--- src/rtl/key_debounce.sv ---
// rtl/key_debounce.sv - per-key synchroniser, bounce filter and press/release strobes
//
// Purpose:
//   Conditions raw active-low push-buttons for downstream logic.
//   Each key passes through a 2-flop synchroniser and a stability counter.
//   A new level is accepted only after DEBOUNCE_CYCLES consecutive edges disagree
//   with the current debounced level.
//   KEY_STATE keeps the raw polarity (0 = pressed).
//
// Ports:
//   CLOCK_50    in   1       system clock, rising edge
//   RESET_N     in   1       asynchronous active-low reset
//   KEY         in   N_KEYS  raw push-buttons, active-low
//   KEY_STATE   out  N_KEYS  debounced level, active-low, registered
//   KEY_PRESS   out  N_KEYS  one-cycle strobe on accepted 1->0
//   KEY_RELEASE out  N_KEYS  one-cycle strobe on accepted 0->1
//   KEY_TOGGLE  out  N_KEYS  (only with KEY_TOGGLE_EN) flips on every accepted press
//
// Build option:
//   KEY_TOGGLE_EN - adds the KEY_TOGGLE output and its flops.

module key_debounce #(
   parameter int N_KEYS          = 2,
   parameter int DEBOUNCE_CYCLES = 1000000,
   parameter int CNT_W           = 20
) (
   input  logic              CLOCK_50,
   input  logic              RESET_N,
   input  logic [N_KEYS-1:0] KEY,
   output logic [N_KEYS-1:0] KEY_STATE,
   output logic [N_KEYS-1:0] KEY_PRESS,
   output logic [N_KEYS-1:0] KEY_RELEASE
`ifdef KEY_TOGGLE_EN
   ,
   output logic [N_KEYS-1:0] KEY_TOGGLE
`endif
);

   localparam logic [CNT_W-1:0] CNT_MAX = CNT_W'(DEBOUNCE_CYCLES - 1);

   logic [N_KEYS-1:0]            sync1_q,   sync1_d;
   logic [N_KEYS-1:0]            sync2_q,   sync2_d;
   logic [N_KEYS-1:0]            state_q,   state_d;
   logic [N_KEYS-1:0]            press_q,   press_d;
   logic [N_KEYS-1:0]            release_q, release_d;
   logic [N_KEYS-1:0][CNT_W-1:0] cnt_q,     cnt_d;
`ifdef KEY_TOGGLE_EN
   logic [N_KEYS-1:0]            toggle_q,  toggle_d;
`endif

   always_comb begin
      sync1_d   = KEY;
      sync2_d   = sync1_q;
      state_d   = state_q;
      press_d   = '0;
      release_d = '0;
      cnt_d     = '0;
      for (int i = 0; i < N_KEYS; i++) begin
         // Agreement with the debounced level leaves cnt_d at zero, which is
         // what rejects any bounce shorter than DEBOUNCE_CYCLES edges.
         if (sync2_q[i] != state_q[i]) begin
            // >= rather than == keeps the counter from ever wrapping.
            if (cnt_q[i] >= CNT_MAX) begin
               state_d[i]   = sync2_q[i];
               press_d[i]   = ~sync2_q[i];
               release_d[i] = sync2_q[i];
            end else begin
               cnt_d[i] = cnt_q[i] + 1'b1;
            end
         end
      end
   end

`ifdef KEY_TOGGLE_EN
   always_comb begin
      toggle_d = toggle_q ^ press_d;
   end
`endif

   always_ff @(posedge CLOCK_50 or negedge RESET_N) begin
      if (!RESET_N) begin
         sync1_q   <= '1;
         sync2_q   <= '1;
         state_q   <= '1;
         press_q   <= '0;
         release_q <= '0;
         cnt_q     <= '0;
`ifdef KEY_TOGGLE_EN
         toggle_q  <= '0;
`endif
      end else begin
         sync1_q   <= sync1_d;
         sync2_q   <= sync2_d;
         state_q   <= state_d;
         press_q   <= press_d;
         release_q <= release_d;
         cnt_q     <= cnt_d;
`ifdef KEY_TOGGLE_EN
         toggle_q  <= toggle_d;
`endif
      end
   end

   assign KEY_STATE   = state_q;
   assign KEY_PRESS   = press_q;
   assign KEY_RELEASE = release_q;
`ifdef KEY_TOGGLE_EN
   assign KEY_TOGGLE  = toggle_q;
`endif

endmodule

--- config.mk ---
export PLATFORM = sky130hd
export DESIGN_NAME = key_debounce
export DESIGN_NICKNAME = d
export VERILOG_FILES = /design/src/rtl/key_debounce.sv
export SDC_FILE = /design/constraint.sdc
export NUM_CORES = 1
export LEC_CHECK = 0
export ABC_AREA = 1
export ABC_CLOCK_PERIOD_IN_PS = 1700
export CORE_UTILIZATION = 60
export DETAILED_ROUTE_END_ITERATION = 10
export PLACE_DENSITY = 0.87
export SYNTH_ARGS = -nofsm -noshare
export SYNTH_HDL_FRONTEND = slang
export SYNTH_SLANG_ARGS = --single-unit
--- constraint.sdc ---
create_clock -name CLOCK_50 -period 1.7 [get_ports CLOCK_50]
set_clock_uncertainty 0.1 [all_clocks]
set_input_delay 0.34 -clock CLOCK_50 [delete_from_list [all_inputs] [get_ports CLOCK_50]]
set_output_delay 0.34 -clock CLOCK_50 [all_outputs]
set_load 0.03 [all_outputs]
==> results of run 1 <==
## flip-flops by register name, indices dropped and copies added, names as in the netlist
signal / count
cnt_q: 40
KEY_RELEASE: 2
KEY_STATE: 2
sync1_q: 2
KEY_PRESS: 2
sync2_q: 2
## final cells by class
type | instances | area (um^2)
clock buffer | 5 | 68.8
clock inverter | 3 | 43.8
fill | 365 | 1320
inverter | 27 | 101
multi-input combinational | 262 | 1360
sequential | 50 | 1260
tap | 52 | 65.1
timing repair buffer | 13 | 138
## cell families after synthesis
| group | count (synthesis) | synth area share |
|---|---|---|
| compound gates | 4 | 0.00826 |
| buf+inv | 31 | 0.0537 |
| xor+xnor | 23 | 0.0739 |
| simple gates | 232 | 0.393 |
| fa+ha+maj | 2 | 0.00918 |
| flops | 50 | 0.462 |
## what timing repair did
| item | in CTS | in global routing |
|---|---|---|
| gates resized for setup | 8 | 7 |
| endpoints found under the setup margin | 26 | 23 |
| hold endpoints to repair | 44 | 0 |
| buffers inserted | 0 | 0 |
| hold buffers | 1 | 0 |
| gates cloned | 0 | 1 |
| pin swaps | 1 | 1 |
## cell usage after synthesis (all sizes together) (3+ instances only)
library cell / n
xnor2: 9
buf: 4
nor3: 7
dfrtp: 44
dfstp: 6
nand4: 3
inv: 27
nand3: 25
nand2: 103
nor2: 88
xor2: 14
## per-stage QoR
stage	setup TNS, ns	util
floorplan	0	-
global placement	0	0.661
detailed placement	-0.914	0.661
CTS	0	0.689
global route	0	0.697
finish	0	0.697
## per-layer routing
metal	up-vias	global-route usage
li1	1084	-
met1	1040	0.261
met2	46	0.450
met3	16	0.0494
met4	0	0.107
met5	-	0
## power groups by stage
stage	Sequential (mW)	Combinational (mW)	Clock, mW
detailed placement	1.25	0.0940	0
floorplan	1.24	0.0523	0
finish	1.22	0.0986	0.844
global route	1.23	0.112	0.907
CTS	1.22	0.0968	0.871
global placement	1.24	0.0912	0
## path summary, 6_finish.rpt
check	start	end	slack, ns
setup / recovery	KEY_STATE[0]$_DFFE_PN1P_	KEY_STATE[0]	0.03
hold / removal	sync1_q[1]$_DFF_PN1_	sync2_q[1]$_DFF_PN1_	0.26
setup reg to reg	KEY_STATE[0]$_DFFE_PN1P_	cnt_q[13]$_DFF_PN0_	0.11
hold reg to reg	sync1_q[1]$_DFF_PN1_	sync2_q[1]$_DFF_PN1_	0.26
max in group asynchronous	RESET_N	KEY_STATE[1]$_DFFE_PN1P_	0.77
min in group asynchronous	RESET_N	cnt_q[3]$_DFF_PN0_	0.44
==> flow_summary_export.csv, run 1 <==
group,metric,value,unit
timing,fmaxAchievable,600,MHz
synthesis,synth_top_area_frac,0.404,
drt,dr_wl_met2,2810,um
worst_hold_path,min_path_cells,0,
synthesis,yosys.area.top_type,"dfrtp_1",
placed_design,dp_cells,402,
critical_path,crit_buf_inv,1,
critical_path,worstRegToRegCells,5,
synthesis,ys_top_cells_by_area,"dfrtp_1 40%, nand2_1 13%, nor2_1 8.1%",
timing,grt_setup_unrepaired,"false",
floorplanning,fp.dieW,69.4,um
drt,postRouteAntennaNets,0,
drt,viasPerCell,5.31,
floorplanning,coreArea,4350,um^2
power_and_ir_drop,p_comb_frac,0.046,
power_and_ir_drop,p_clk_frac,0.390,
drt,drc,0,
drt,drtIter0Drc,130,
clock_network,cts_sinks,50,
grt,grt_max_degree,51,
job,drv_cap,0,
critical_path,critical_path_required,1.26,ns
clock_network,insertion_delay,0.31,ns
outcome,status,"completed",
timing,post-route-period-util,0.981,
floorplanning,die_area,4820,um^2
clock_network,root_buffer,"clkbuf_8",
placed_design,gp_congestion,0.890,
timing,relSlewSlack,0.793,
grt,grt_pass1_wl,9290,um
critical_path,crit_cells,1,
floorplanning,rows,24,
drt,met3_length,193,um
timing,hold_viol_final,0,
placed_design,io_buffers,9,
critical_path,cp.arrival,1.23,ns
timing,final_max_slew_viol_count,0,
synthesis,syn-num-nets,348,
cells_and_area,final_cell_mix,"95 x nand2_1, 57 x nor2_1, 44 x dfrtp_1, 25 x inv_1, 25 x nor2_2",
timing,setup_viol,0,
drt,m1WireLength,2100,um
placed_design,hpwl,3700,um
critical_path,cpPeakStageDelay,0.56,ns
synthesis,synthFlopType,"dfrtp_1",
drt,wl,5210,um
placed_design,pre_cts_ws,-0.0697,ns
grt,antenna_found_initial,0,
synthesis,syn_avg_cell_area,7.97,um^2
cells_and_area,drive_gt1_frac,0.186,
clock_network,cts_buffers,5,
placed_design,dpl_cell_area,2880,um^2
cells_and_area,fin_nets,365,
critical_path,crit_path_start_kind,"flip-flop",
clock_network,clockBufferDepth,2,
synthesis,yosysSeqAreaShare,0.462,
power_and_ir_drop,irDropWorstVdd,543,uV
power_and_ir_drop,p_switching,0.480,mW
clock_network,htreeDepth,2,
drt,routed.top_layer,"met4",
cells_and_area,final_common_cell,"nand2_1",
clock_network,clkTransAtPathRegs,0.10,ns
grt,grt_pass1_vias,2221,
critical_path,crit_slowest_cell,"dfstp_2",
cells_and_area,final_cells,412,
clock_network,cts_tree,"done",
timing,tightest_slew,0.311,ns
critical_path,cp_max_fo,3,
worst_hold_path,hold_path_class,"flip-flop to flip-flop",
floorplanning,dieHeight,69.4,um
power_and_ir_drop,p_seq_frac,0.565,
cells_and_area,area_growth,11.4,%
power_and_ir_drop,design_power_total,2.17,mW
critical_path,end_kind,"output port",
synthesis,synth_edf_count,0,
synthesis,syn_inst,342,
power_and_ir_drop,power_density,714,nW/um^2
drt,firstDrtPassIters,4,
floorplanning,io_pins,10,
synthesis,yosys_warnings,0,
floorplanning,initial_core_util,0.626,
synthesis,async_flop_share,1.00,
cells_and_area,fin_area,3040,um^2
power_and_ir_drop,sw_frac_of_total,0.222,
power_and_ir_drop,power_leakage,1.28,nW
drt,avgRoutedWirePerCell,12.7,um
power_and_ir_drop,power.internal,1.69,mW
timing,finalCriticalPeriod,1.67,ns
critical_path,crit_chain,"clkdlybuf4s15_1",
timing,layout_setup_ws,0.0327,ns
critical_path,crit_type,"flip-flop to output port",
synthesis,ys_types,24,
grt,grt_overflow,0,
timing,whs,0.263,ns
critical_path,path_delay_family,"flip-flops",
drt,num_vias,2186,
synthesis,syn_area,2730,um^2
synthesis,synth-seq-cells,50,
grt,grt_use_total,0.241,
cells_and_area,antennaDiodeCount,0,
No activity file was read; power rests on OpenSTA's default activity.
==> run 2: changes to the inputs <==
CELL_PAD_IN_SITES_DETAIL_PLACEMENT = 1   (was default)
CELL_PAD_IN_SITES_GLOBAL_PLACEMENT = 1   (was default)
CORE_UTILIZATION = 46   (was 60)
==> run 2 against run 1 <==
First-iteration DRC count fell by 12%. Cell area is 1.9% higher. Final cell count rose by 6.1%. Die area grew 29%. Critical path type unchanged.
==> flow_summary_export.csv, run 2 (synthesis gave the netlist of run 1 again) <==
group,metric,value,unit
outcome,status,"completed",
power_and_ir_drop,power_density,665,nW/um^2
timing,post-route-period-util,0.976,
cells_and_area,fin_area,3090,um^2
cells_and_area,largest_reg_flops,40,
cells_and_area,drive_gt1_frac,0.200,
grt,grt_pass1_vias,2301,
critical_path,crit_start,"KEY_STATE[1]$_DFFE_PN1P_",
cells_and_area,regMostFlops,"cnt_q",
grt,grt_pass1_wl,11100,um
timing,hold_viol_final,0,
placed_design,io_buffers,9,
placed_design,hpwl,4870,um
drt,drc,0,
timing,tightest_slew,0.512,ns
critical_path,critical_path_required,1.26,ns
drt,viasPerCell,5.07,
power_and_ir_drop,irDropWorstVdd,352,uV
placed_design,gp_congestion,0.887,
timing,fmaxAchievable,603,MHz
critical_path,crit_chain,"clkdlybuf4s15_1",
placed_design,pre_cts_ws,0.00316,ns
timing,relSlewSlack,0.659,
cells_and_area,final_cell_mix,"95 x nand2_1, 58 x nor2_1, 44 x dfrtp_1, 25 x nor2_2, 24 x inv_1",
critical_path,reg2reg_from,"cnt_q[1]$_DFF_PN0_",
drt,avgRoutedWirePerCell,15.4,um
cells_and_area,area_growth,13.5,%
timing,setup_viol,0,
clock_network,cts_buffers,5,
floorplanning,rows,27,
timing,layout_setup_ws,0.0403,ns
cells_and_area,postLayoutCoreUtil,0.552,
cells_and_area,fill_cells,725,
timing,final_max_slew_viol_count,0,
grt,grt_overflow,0,
placed_design,dpl_cell_area,2930,um^2
clock_network,root_buffer,"clkbuf_8",
grt,grt_max_degree,22,
clock_network,insertion_delay,0.30,ns
drt,firstDrtPassIters,4,
critical_path,path_delay_family,"flip-flops",
critical_path,cpPeakStageDelay,0.55,ns
floorplanning,fp.dieW,79.0,um
worst_hold_path,hold_path_class,"flip-flop to flip-flop",
drt,wl,6740,um
floorplanning,io_pins,10,
clock_network,clkTransAtPathRegs,0.10,ns
clock_network,clockBufferDepth,2,
floorplanning,initial_core_util,0.486,
cells_and_area,antennaDiodeCount,0,
critical_path,crit_path_start_kind,"flip-flop",
timing,finalCriticalPeriod,1.66,ns
clock_network,cts_sinks,50,
critical_path,crit_buf_inv,1,
critical_path,crit_type,"flip-flop to output port",
critical_path,crit_slowest_cell,"dfstp_2",
cells_and_area,fin_nets,370,
worst_hold_path,hold_start,"sync1_q[1]$_DFF_PN1_",
clock_network,cts_tree,"done",
critical_path,cp_max_fo,3,
power_and_ir_drop,power_leakage,1.30,nW
drt,num_vias,2217,
drt,drtIter0Drc,114,
floorplanning,dieHeight,79.0,um
clock_network,htreeDepth,2,
floorplanning,die_area,6240,um^2
critical_path,cp.arrival,1.22,ns
floorplanning,coreArea,5610,um^2
job,drv_cap,0,
critical_path,end_kind,"output port",
grt,grt_use_total,0.233,
grt,antenna_found_initial,0,
cells_and_area,final_common_cell,"nand2_1",
timing,fin_tns_setup,0,ns
drt,postRouteAntennaNets,0,
run 2: changes by cell type in the layout (fill, tap and decap cells not counted), sizes merged:
cell / change
buf: +5
bufinv: -1
clkbuf: +1
clkinv: +1
clkinvlp: +1
inv: -1
nand3: -1
run 2: metal layers:
metal	vias up	GRT usage	wire length (um)
met4	0	0.0618	87
li1	1096	-	-
met5	-	0	0
met1	1064	0.294	2960
met3	8	0.0391	258
met2	49	0.409	3430
run 2: cell type report:
cell class | count | area, um^2 | area share
multi-input combinational | 261 | 1340 | 0.433
tap | 72 | 90.1 | 0.0291
sequential | 50 | 1260 | 0.407
inverter | 27 | 101 | 0.0328
clock buffer | 5 | 68.8 | 0.0222
timing repair buffer | 19 | 213 | 0.0688
clock inverter | 3 | 21.3 | 0.00688
run 2: worst paths after layout:
check / to / slack, ns / cells after the start
min in group asynchronous: KEY_PRESS[0]$_DFF_PN0_ / 0.43 / 2
min: sync2_q[1]$_DFF_PN1_ / 0.27 / 0
min reg2reg: sync2_q[1]$_DFF_PN1_ / 0.27 / 0
max in group asynchronous: cnt_q[5]$_DFF_PN0_ / 0.52 / 3
max reg2reg: cnt_q[10]$_DFF_PN0_ / 0.08 / 9
max: KEY_STATE[1] / 0.04 / 1
run 2: metrics by stage:
step           power (mW)  cells  hold WS, ns
4_1_cts              2.07    434        0.270
5_1_grt              2.14    437        0.276
2_1_floorplan        1.30    342      -0.0556
3_3_place_gp         1.35    424        0.235
6_report             2.06    437        0.268
3_5_place_dp         1.35    424        0.247
run 2: repair_timing:
item                       in CTS  in global routing
setup endpoints to repair      26                 42
hold endpoints to repair       12                  0
buffers inserted                1                  2
resized for setup               8                  6
hold buffers                    1                  0
pin swaps                       1                  1
cloned                          0                  1
run 2: report_power, final:
group / switching [mW] / internal [mW] / total, mW
clock: 0.417 / 0.290 / 0.707
combinational: 0.0716 / 0.0531 / 0.125
sequential: 0.0158 / 1.21 / 1.22
total: 0.504 / 1.55 / 2.06
